File: src/rtl/sha256_pkg.sv
// SHA-256 constants, working-variable record and the round helper functions
// shared by the round controller and its combinational datapath.
package sha256_pkg;

    typedef enum logic [1:0] {
        IDLE  = 2'd0,
        ROUND = 2'd1,
        FINAL = 2'd2
    } state_t;

    // Word order matches hash_in/digest: a in the top word, h in the bottom word.
    typedef struct packed {
        logic [31:0] a;
        logic [31:0] b;
        logic [31:0] c;
        logic [31:0] d;
        logic [31:0] e;
        logic [31:0] f;
        logic [31:0] g;
        logic [31:0] h;
    } work_t;

    localparam logic [31:0] K [64] = '{
        32'h428a2f98, 32'h71374491, 32'hb5c0fbcf, 32'he9b5dba5,
        32'h3956c25b, 32'h59f111f1, 32'h923f82a4, 32'hab1c5ed5,
        32'hd807aa98, 32'h12835b01, 32'h243185be, 32'h550c7dc3,
        32'h72be5d74, 32'h80deb1fe, 32'h9bdc06a7, 32'hc19bf174,
        32'he49b69c1, 32'hefbe4786, 32'h0fc19dc6, 32'h240ca1cc,
        32'h2de92c6f, 32'h4a7484aa, 32'h5cb0a9dc, 32'h76f988da,
        32'h983e5152, 32'ha831c66d, 32'hb00327c8, 32'hbf597fc7,
        32'hc6e00bf3, 32'hd5a79147, 32'h06ca6351, 32'h14292967,
        32'h27b70a85, 32'h2e1b2138, 32'h4d2c6dfc, 32'h53380d13,
        32'h650a7354, 32'h766a0abb, 32'h81c2c92e, 32'h92722c85,
        32'ha2bfe8a1, 32'ha81a664b, 32'hc24b8b70, 32'hc76c51a3,
        32'hd192e819, 32'hd6990624, 32'hf40e3585, 32'h106aa070,
        32'h19a4c116, 32'h1e376c08, 32'h2748774c, 32'h34b0bcb5,
        32'h391c0cb3, 32'h4ed8aa4a, 32'h5b9cca4f, 32'h682e6ff3,
        32'h748f82ee, 32'h78a5636f, 32'h84c87814, 32'h8cc70208,
        32'h90befffa, 32'ha4506ceb, 32'hbef9a3f7, 32'hc67178f2
    };

    localparam work_t H_IV = '{
        a: 32'h6a09e667, b: 32'hbb67ae85, c: 32'h3c6ef372, d: 32'ha54ff53a,
        e: 32'h510e527f, f: 32'h9b05688c, g: 32'h1f83d9ab, h: 32'h5be0cd19
    };

    function automatic logic [31:0] rotr(input logic [31:0] x, input int unsigned n);
        return (x >> n) | (x << (32 - n));
    endfunction

    function automatic logic [31:0] big_sigma0(input logic [31:0] x);
        return rotr(x, 2) ^ rotr(x, 13) ^ rotr(x, 22);
    endfunction

    function automatic logic [31:0] big_sigma1(input logic [31:0] x);
        return rotr(x, 6) ^ rotr(x, 11) ^ rotr(x, 25);
    endfunction

    function automatic logic [31:0] small_sigma0(input logic [31:0] x);
        return rotr(x, 7) ^ rotr(x, 18) ^ (x >> 3);
    endfunction

    function automatic logic [31:0] small_sigma1(input logic [31:0] x);
        return rotr(x, 17) ^ rotr(x, 19) ^ (x >> 10);
    endfunction

    function automatic logic [31:0] ch(input logic [31:0] x, input logic [31:0] y, input logic [31:0] z);
        return (x & y) ^ (~x & z);
    endfunction

    function automatic logic [31:0] maj(input logic [31:0] x, input logic [31:0] y, input logic [31:0] z);
        return (x & y) ^ (x & z) ^ (y & z);
    endfunction

    // Word-wise modulo-2^32 sum used for the feed-forward into the digest.
    function automatic work_t add_work(input work_t x, input work_t y);
        work_t r;
        r.a = x.a + y.a;
        r.b = x.b + y.b;
        r.c = x.c + y.c;
        r.d = x.d + y.d;
        r.e = x.e + y.e;
        r.f = x.f + y.f;
        r.g = x.g + y.g;
        r.h = x.h + y.h;
        return r;
    endfunction

endpackage

File: src/rtl/sha256_round_ctrl_if.sv
// Start/busy/done handshake plus block, chaining-value and digest buses.
interface sha256_round_ctrl_if;
    logic         start;
    logic [511:0] block_in;
    logic [255:0] hash_in;
    logic         busy;
    logic         done;
    logic [5:0]   round_idx;
    logic [255:0] digest;

    modport master (
        output start, block_in, hash_in,
        input  busy, done, round_idx, digest
    );

    modport slave (
        input  start, block_in, hash_in,
        output busy, done, round_idx, digest
    );
endinterface

File: src/rtl/sha256_round_datapath.sv
// One SHA-256 round, purely combinational: T1/T2 and the rotated working set.
module sha256_round_datapath
    import sha256_pkg::*;
(
    input  work_t       cur,
    input  logic [31:0] k,
    input  logic [31:0] w,
    output logic [31:0] t1,
    output logic [31:0] t2,
    output work_t       nxt
);

    always_comb begin
        t1  = cur.h + big_sigma1(cur.e) + ch(cur.e, cur.f, cur.g) + k + w;
        t2  = big_sigma0(cur.a) + maj(cur.a, cur.b, cur.c);
        nxt = '{a: t1 + t2, b: cur.a, c: cur.b, d: cur.c,
                e: cur.d + t1, f: cur.e, g: cur.f, h: cur.g};
    end

endmodule

File: src/rtl/sha256_round_ctrl.sv
// SHA-256 compression sequencer: FSM, round counter, 16-word schedule window,
// chaining-value capture and the final feed-forward add into the digest.
module sha256_round_ctrl
    import sha256_pkg::*;
#(
    parameter int ROUNDS = 64
) (
    input logic                clk,
    input logic                rst_n,
    sha256_round_ctrl_if.slave bus
);

    localparam logic [5:0] LAST_IDX = 6'(ROUNDS - 1);

    state_t      state;
    state_t      state_nx;
    work_t       work;
    work_t       work_nx;
    work_t       h_cap;
    work_t       digest_q;
    logic [31:0] w [16];
    logic [31:0] w_new;
    logic [31:0] t1;
    logic [31:0] t2;
    logic [5:0]  round_idx;
    logic        done_q;
    logic        last_round;
    logic        unused_temps;

    assign last_round = (state == ROUND) && (round_idx == LAST_IDX);
    assign w_new      = small_sigma1(w[14]) + w[9] + small_sigma0(w[1]) + w[0];

    sha256_round_datapath u_datapath (
        .cur (work),
        .k   (K[round_idx]),
        .w   (w[0]),
        .t1  (t1),
        .t2  (t2),
        .nxt (work_nx)
    );

    // T1/T2 are folded into work_nx; kept on the datapath boundary for probing.
    assign unused_temps = ^{t1, t2};

    always_ff @(posedge clk or negedge rst_n) begin
        if (!rst_n) begin
            state <= IDLE;
        end else begin
            state <= state_nx;
        end
    end

    always_comb begin
        state_nx = state;
        case (state)
            IDLE:    if (bus.start) state_nx = ROUND;
            ROUND:   if (last_round) state_nx = FINAL;
            FINAL:   state_nx = IDLE;
            default: state_nx = IDLE;
        endcase
    end

    always_comb begin
        bus.busy      = (state != IDLE);
        bus.done      = done_q;
        bus.round_idx = round_idx;
        bus.digest    = digest_q;
    end

    always_ff @(posedge clk or negedge rst_n) begin
        if (!rst_n) begin
            work      <= '0;
            h_cap     <= '0;
            digest_q  <= '0;
            round_idx <= '0;
            done_q    <= 1'b0;
            for (int i = 0; i < 16; i++) w[i] <= '0;
        end else begin
            done_q <= 1'b0;
            case (state)
                IDLE: begin
                    if (bus.start) begin
                        h_cap     <= work_t'(bus.hash_in);
                        work      <= work_t'(bus.hash_in);
                        round_idx <= '0;
                        for (int i = 0; i < 16; i++) w[i] <= bus.block_in[511 - 32*i -: 32];
                    end
                end
                ROUND: begin
                    work <= work_nx;
                    for (int i = 0; i < 15; i++) w[i] <= w[i + 1];
                    w[15]     <= w_new;
                    round_idx <= last_round ? 6'd0 : round_idx + 6'd1;
                end
                FINAL: begin
                    digest_q <= add_work(h_cap, work);
                    done_q   <= 1'b1;
                end
                default: ;
            endcase
        end
    end

endmodule
File: src/flat_wrapper.sv
// flat-port wrapper written by rule: the top's interface ports become plain ports
module sha256_round_ctrl_flat import sha256_pkg::*;
#(
    parameter int ROUNDS = 64
)
  (clk, rst_n, bus_start, bus_block_in, bus_hash_in, bus_busy, bus_done, bus_round_idx, bus_digest);
  sha256_round_ctrl_if bus_i ();
  input logic clk;
  input logic rst_n;
  input wire logic [$bits(bus_i.start)-1:0] bus_start;
  input wire logic [$bits(bus_i.block_in)-1:0] bus_block_in;
  input wire logic [$bits(bus_i.hash_in)-1:0] bus_hash_in;
  output wire logic [$bits(bus_i.busy)-1:0] bus_busy;
  output wire logic [$bits(bus_i.done)-1:0] bus_done;
  output wire logic [$bits(bus_i.round_idx)-1:0] bus_round_idx;
  output wire logic [$bits(bus_i.digest)-1:0] bus_digest;
  assign bus_i.start = bus_start;
  assign bus_i.block_in = bus_block_in;
  assign bus_i.hash_in = bus_hash_in;
  assign bus_busy = bus_i.busy;
  assign bus_done = bus_i.done;
  assign bus_round_idx = bus_i.round_idx;
  assign bus_digest = bus_i.digest;
  sha256_round_ctrl #(.ROUNDS(ROUNDS)) u_core (.clk(clk), .rst_n(rst_n), .bus(bus_i));
endmodule
File: config.mk
export PLATFORM = sky130hd
export DESIGN_NAME = sha256_round_ctrl_flat
export DESIGN_NICKNAME = d
export VERILOG_FILES = /design/src/rtl/sha256_pkg.sv /design/src/rtl/sha256_round_ctrl_if.sv /design/src/rtl/sha256_round_datapath.sv /design/src/rtl/sha256_round_ctrl.sv /design/src/flat_wrapper.sv
export SDC_FILE = /design/constraint.sdc
export NUM_CORES = 2
export LEC_CHECK = 0
export BUFFER_PORTS_ARGS = -buffer_cell sky130_fd_sc_hd__buf_4
export CORE_AREA = 3 3 400 402
export DETAILED_ROUTE_END_ITERATION = 7
export DIE_AREA = 0 0 403 405
export PLACE_DENSITY = 0.74
export SETUP_SLACK_MARGIN = 0.15
export SYNTH_ARGS = -nofsm -noshare
export SYNTH_HDL_FRONTEND = slang
export SYNTH_HIERARCHICAL = 1
export SYNTH_SLANG_ARGS = --single-unit
File: constraint.sdc
create_clock -name clk -period 8.2 [get_ports clk]
set_input_delay 0.41 -clock clk [delete_from_list [all_inputs] [get_ports clk]]
set_output_delay 0.41 -clock clk [all_outputs]
set_load 0.03 [all_outputs]
==> impl_metrics.env <==
export IMPL_drtIter0Drc=11603
export IMPL_reg2reg_to="u_core/work[254]$_DFFE_PN0P_"
export IMPL_placement_io_buffers=1034
export IMPL_endpoint_kind="flop"
export IMPL_worst_slew_pin_transition_ns=1.26
export IMPL_clock_sinks=1289
export IMPL_multi_input_area_sq_um=46200
export IMPL_die_area_sq_um=163000
export IMPL_drive_above_1_share=0.130
export IMPL_ant_nets=0
export IMPL_grt_pass1_vias=81879
export IMPL_crit_required_ns=8.89
export IMPL_grt_usage=0.434
export IMPL_holdCritPathClass="in2reg"
export IMPL_synth_cells=10179
export IMPL_routedWlPerCell_um=27.0
export IMPL_status="finished clean"
export IMPL_finalSetupViolations=0
export IMPL_fin_crit_sh=0.938
export IMPL_critical_path_class="reg2reg"
export IMPL_dp_cells=12585
export IMPL_cts_clk_slew_worst_paths_ns=0.06
export IMPL_dieHeight_um=405
export IMPL_final_core_util=0.661
export IMPL_maxCapViolations=0
export IMPL_root_buffer="clkbuf_16"
export IMPL_vias=84369
export IMPL_syn_area_sq_um=83500
export IMPL_skew_ns=0.0475
export IMPL_wirelength_um=366000
export IMPL_gp_congestion=1.01
export IMPL_seq_area_sq_um=32300
export IMPL_tns_ns=0
export IMPL_syn_area_per_cell_sq_um=8.20
export IMPL_worst_path_largest_cell_delay_ns=0.60
export IMPL_maxSlewViolCount=0
export IMPL_nFillCells=12301
export IMPL_r2r_cells=31
export IMPL_drc=0
export IMPL_cts_buffers=146
export IMPL_core_sq_um=156000
export IMPL_rows=145
export IMPL_startpoint="u_core/bus.round_idx[0]$_DFFE_PN0P_"
export IMPL_reg2reg_setup_slack_ns=0.51
export IMPL_fin_ws_ns=0.512
export IMPL_hold_violations=0
export IMPL_io_pin_count=1035
export IMPL_grt_overflow_total=0
export IMPL_htree_num_levels=4
export IMPL_place_ws_ns=0.366
export IMPL_fin_nets=12727
export IMPL_synthesis_nets=11532
export IMPL_critPathCapture="u_core/work[254]$_DFFE_PN0P_"
export IMPL_cp_max_fo=21
export IMPL_grt_pass1_wl_um=529000
export IMPL_dr_pass1_iters=7
export IMPL_worstReg2RegStart="u_core/bus.round_idx[0]$_DFFE_PN0P_"
export IMPL_crit_arrival_ns=8.38
export IMPL_critPathLaunchType="flop"
export IMPL_grt_max_degree=222
export IMPL_rsz0062_at_grt="no"
export IMPL_area_growth_pct=23.8
export IMPL_relSlewSlack=0.158
export IMPL_cts_tree="yes"
export IMPL_die_w_um=403
export IMPL_final_cells=13567
export IMPL_timing_fmax_mhz=130
export IMPL_clock_latency_ns=0.80
export IMPL_clk_path_buf_depth=3
export IMPL_start_util=0.534
export IMPL_timing_final_crit_period_ns=7.69
export IMPL_antenna_found_initial=21
export IMPL_cpMaxStageDelayCell="ha_1"
export IMPL_hpwl_um=269000
export IMPL_routed_via_density=6.22
export IMPL_yosys_warnings=6
## how the worst min path moves through the flow
stage | start | end | slack [ns] | cells past startpoint
6_report | bus_block_in[502] | u_core/w[502]$_DFFE_PN0P_ | 0.02 | 3
5_1_grt | bus_block_in[464] | u_core/w[464]$_DFFE_PN0P_ | 0.00005 | 3
4_1_cts | bus_block_in[425] | u_core/w[425]$_DFFE_PN0P_ | 0.0003 | 3
3_5_place_dp | rst_n | u_core/w[404]$_DFFE_PN0P_ | 0.41 | 1
3_3_place_gp | rst_n | u_core/w[371]$_DFFE_PN0P_ | 0.42 | 1
2_1_floorplan | rst_n | u_core/bus.digest[0]$_DFFE_PN0P_ | 0.11 | 0
## layer usage
| metal | wire length, um | part of all wire | global-route usage |
|---|---|---|---|
| met1 | 135000 | 0.37 | 0.535 |
| met2 | 162000 | 0.44 | 0.671 |
| met3 | 35500 | 0.097 | 0.0961 |
| met4 | 33400 | 0.091 | 0.319 |
| met5 | 24 | 0.000066 | 0 |
## worst max-delay path: cells and delay by family (launching register included)
family / cells / cell delay (ns)
DFF: 1 / 0.39
adders and majority gates: 4 / 1.93
xor gates and xnor gates: 2 / 0.45
and+or+nand+nor: 8 / 1.21
buffers and inverters: 3 / 0.47
AOI/OAI and AO/OA: 14 / 3.13
## timing repair
action	4_1_cts	5_1_grt
setup endpoints to repair	0	13
gates resized for setup	0	9
endpoints found under the hold margin	971	0
setup buffers	0	6
hold buffers	693	0
## area by class of cell
type,instances,share of cell area
Tap cell,2058,0.0249
Clock buffer,198,0.0402
Sequential cell,1289,0.312
Inverter,375,0.0137
Clock inverter,66,0.00928
Timing Repair Buffer,1833,0.153
Antenna cell,19,0.000460
Multi-Input combinational cell,7729,0.447
## sequential cells by signal, indices dropped and copies added (netlist names)
name and flops:
u_core/bus.digest 256, u_core/bus.round_idx 6, u_core/w 512, u_core/h_cap 256, u_core/state 2, u_core/bus.done 1
u_core/work 256
## cell usage in the layout (no fill, tap or decap), drive strengths merged, types with 72 or more instances in the layout
master,n
a21o,186
a21oi,436
a31oi,802
buf,1140
clkbuf,198
dfrtp,1289
dlygate4sd3,693
fa,165
ha,417
inv,382
nand2,2583
nand3,104
nor2,997
nor3,72
o21ai,512
xnor2,385
xor2,210
## per-stage QoR
stage | area (sq um) | hold slack, ns
after floorplan | 83500 | 0.114
after global placement | 91200 | 0.419
after detailed placement | 91200 | 0.409
after CTS | 103000 | 0.000295
after global routing | 103000 | 0.0000451
final | 103000 | 0.0184
Power is not shown: default switching activity piles up to over one toggle a cycle in this logic, so the estimate is an artifact.
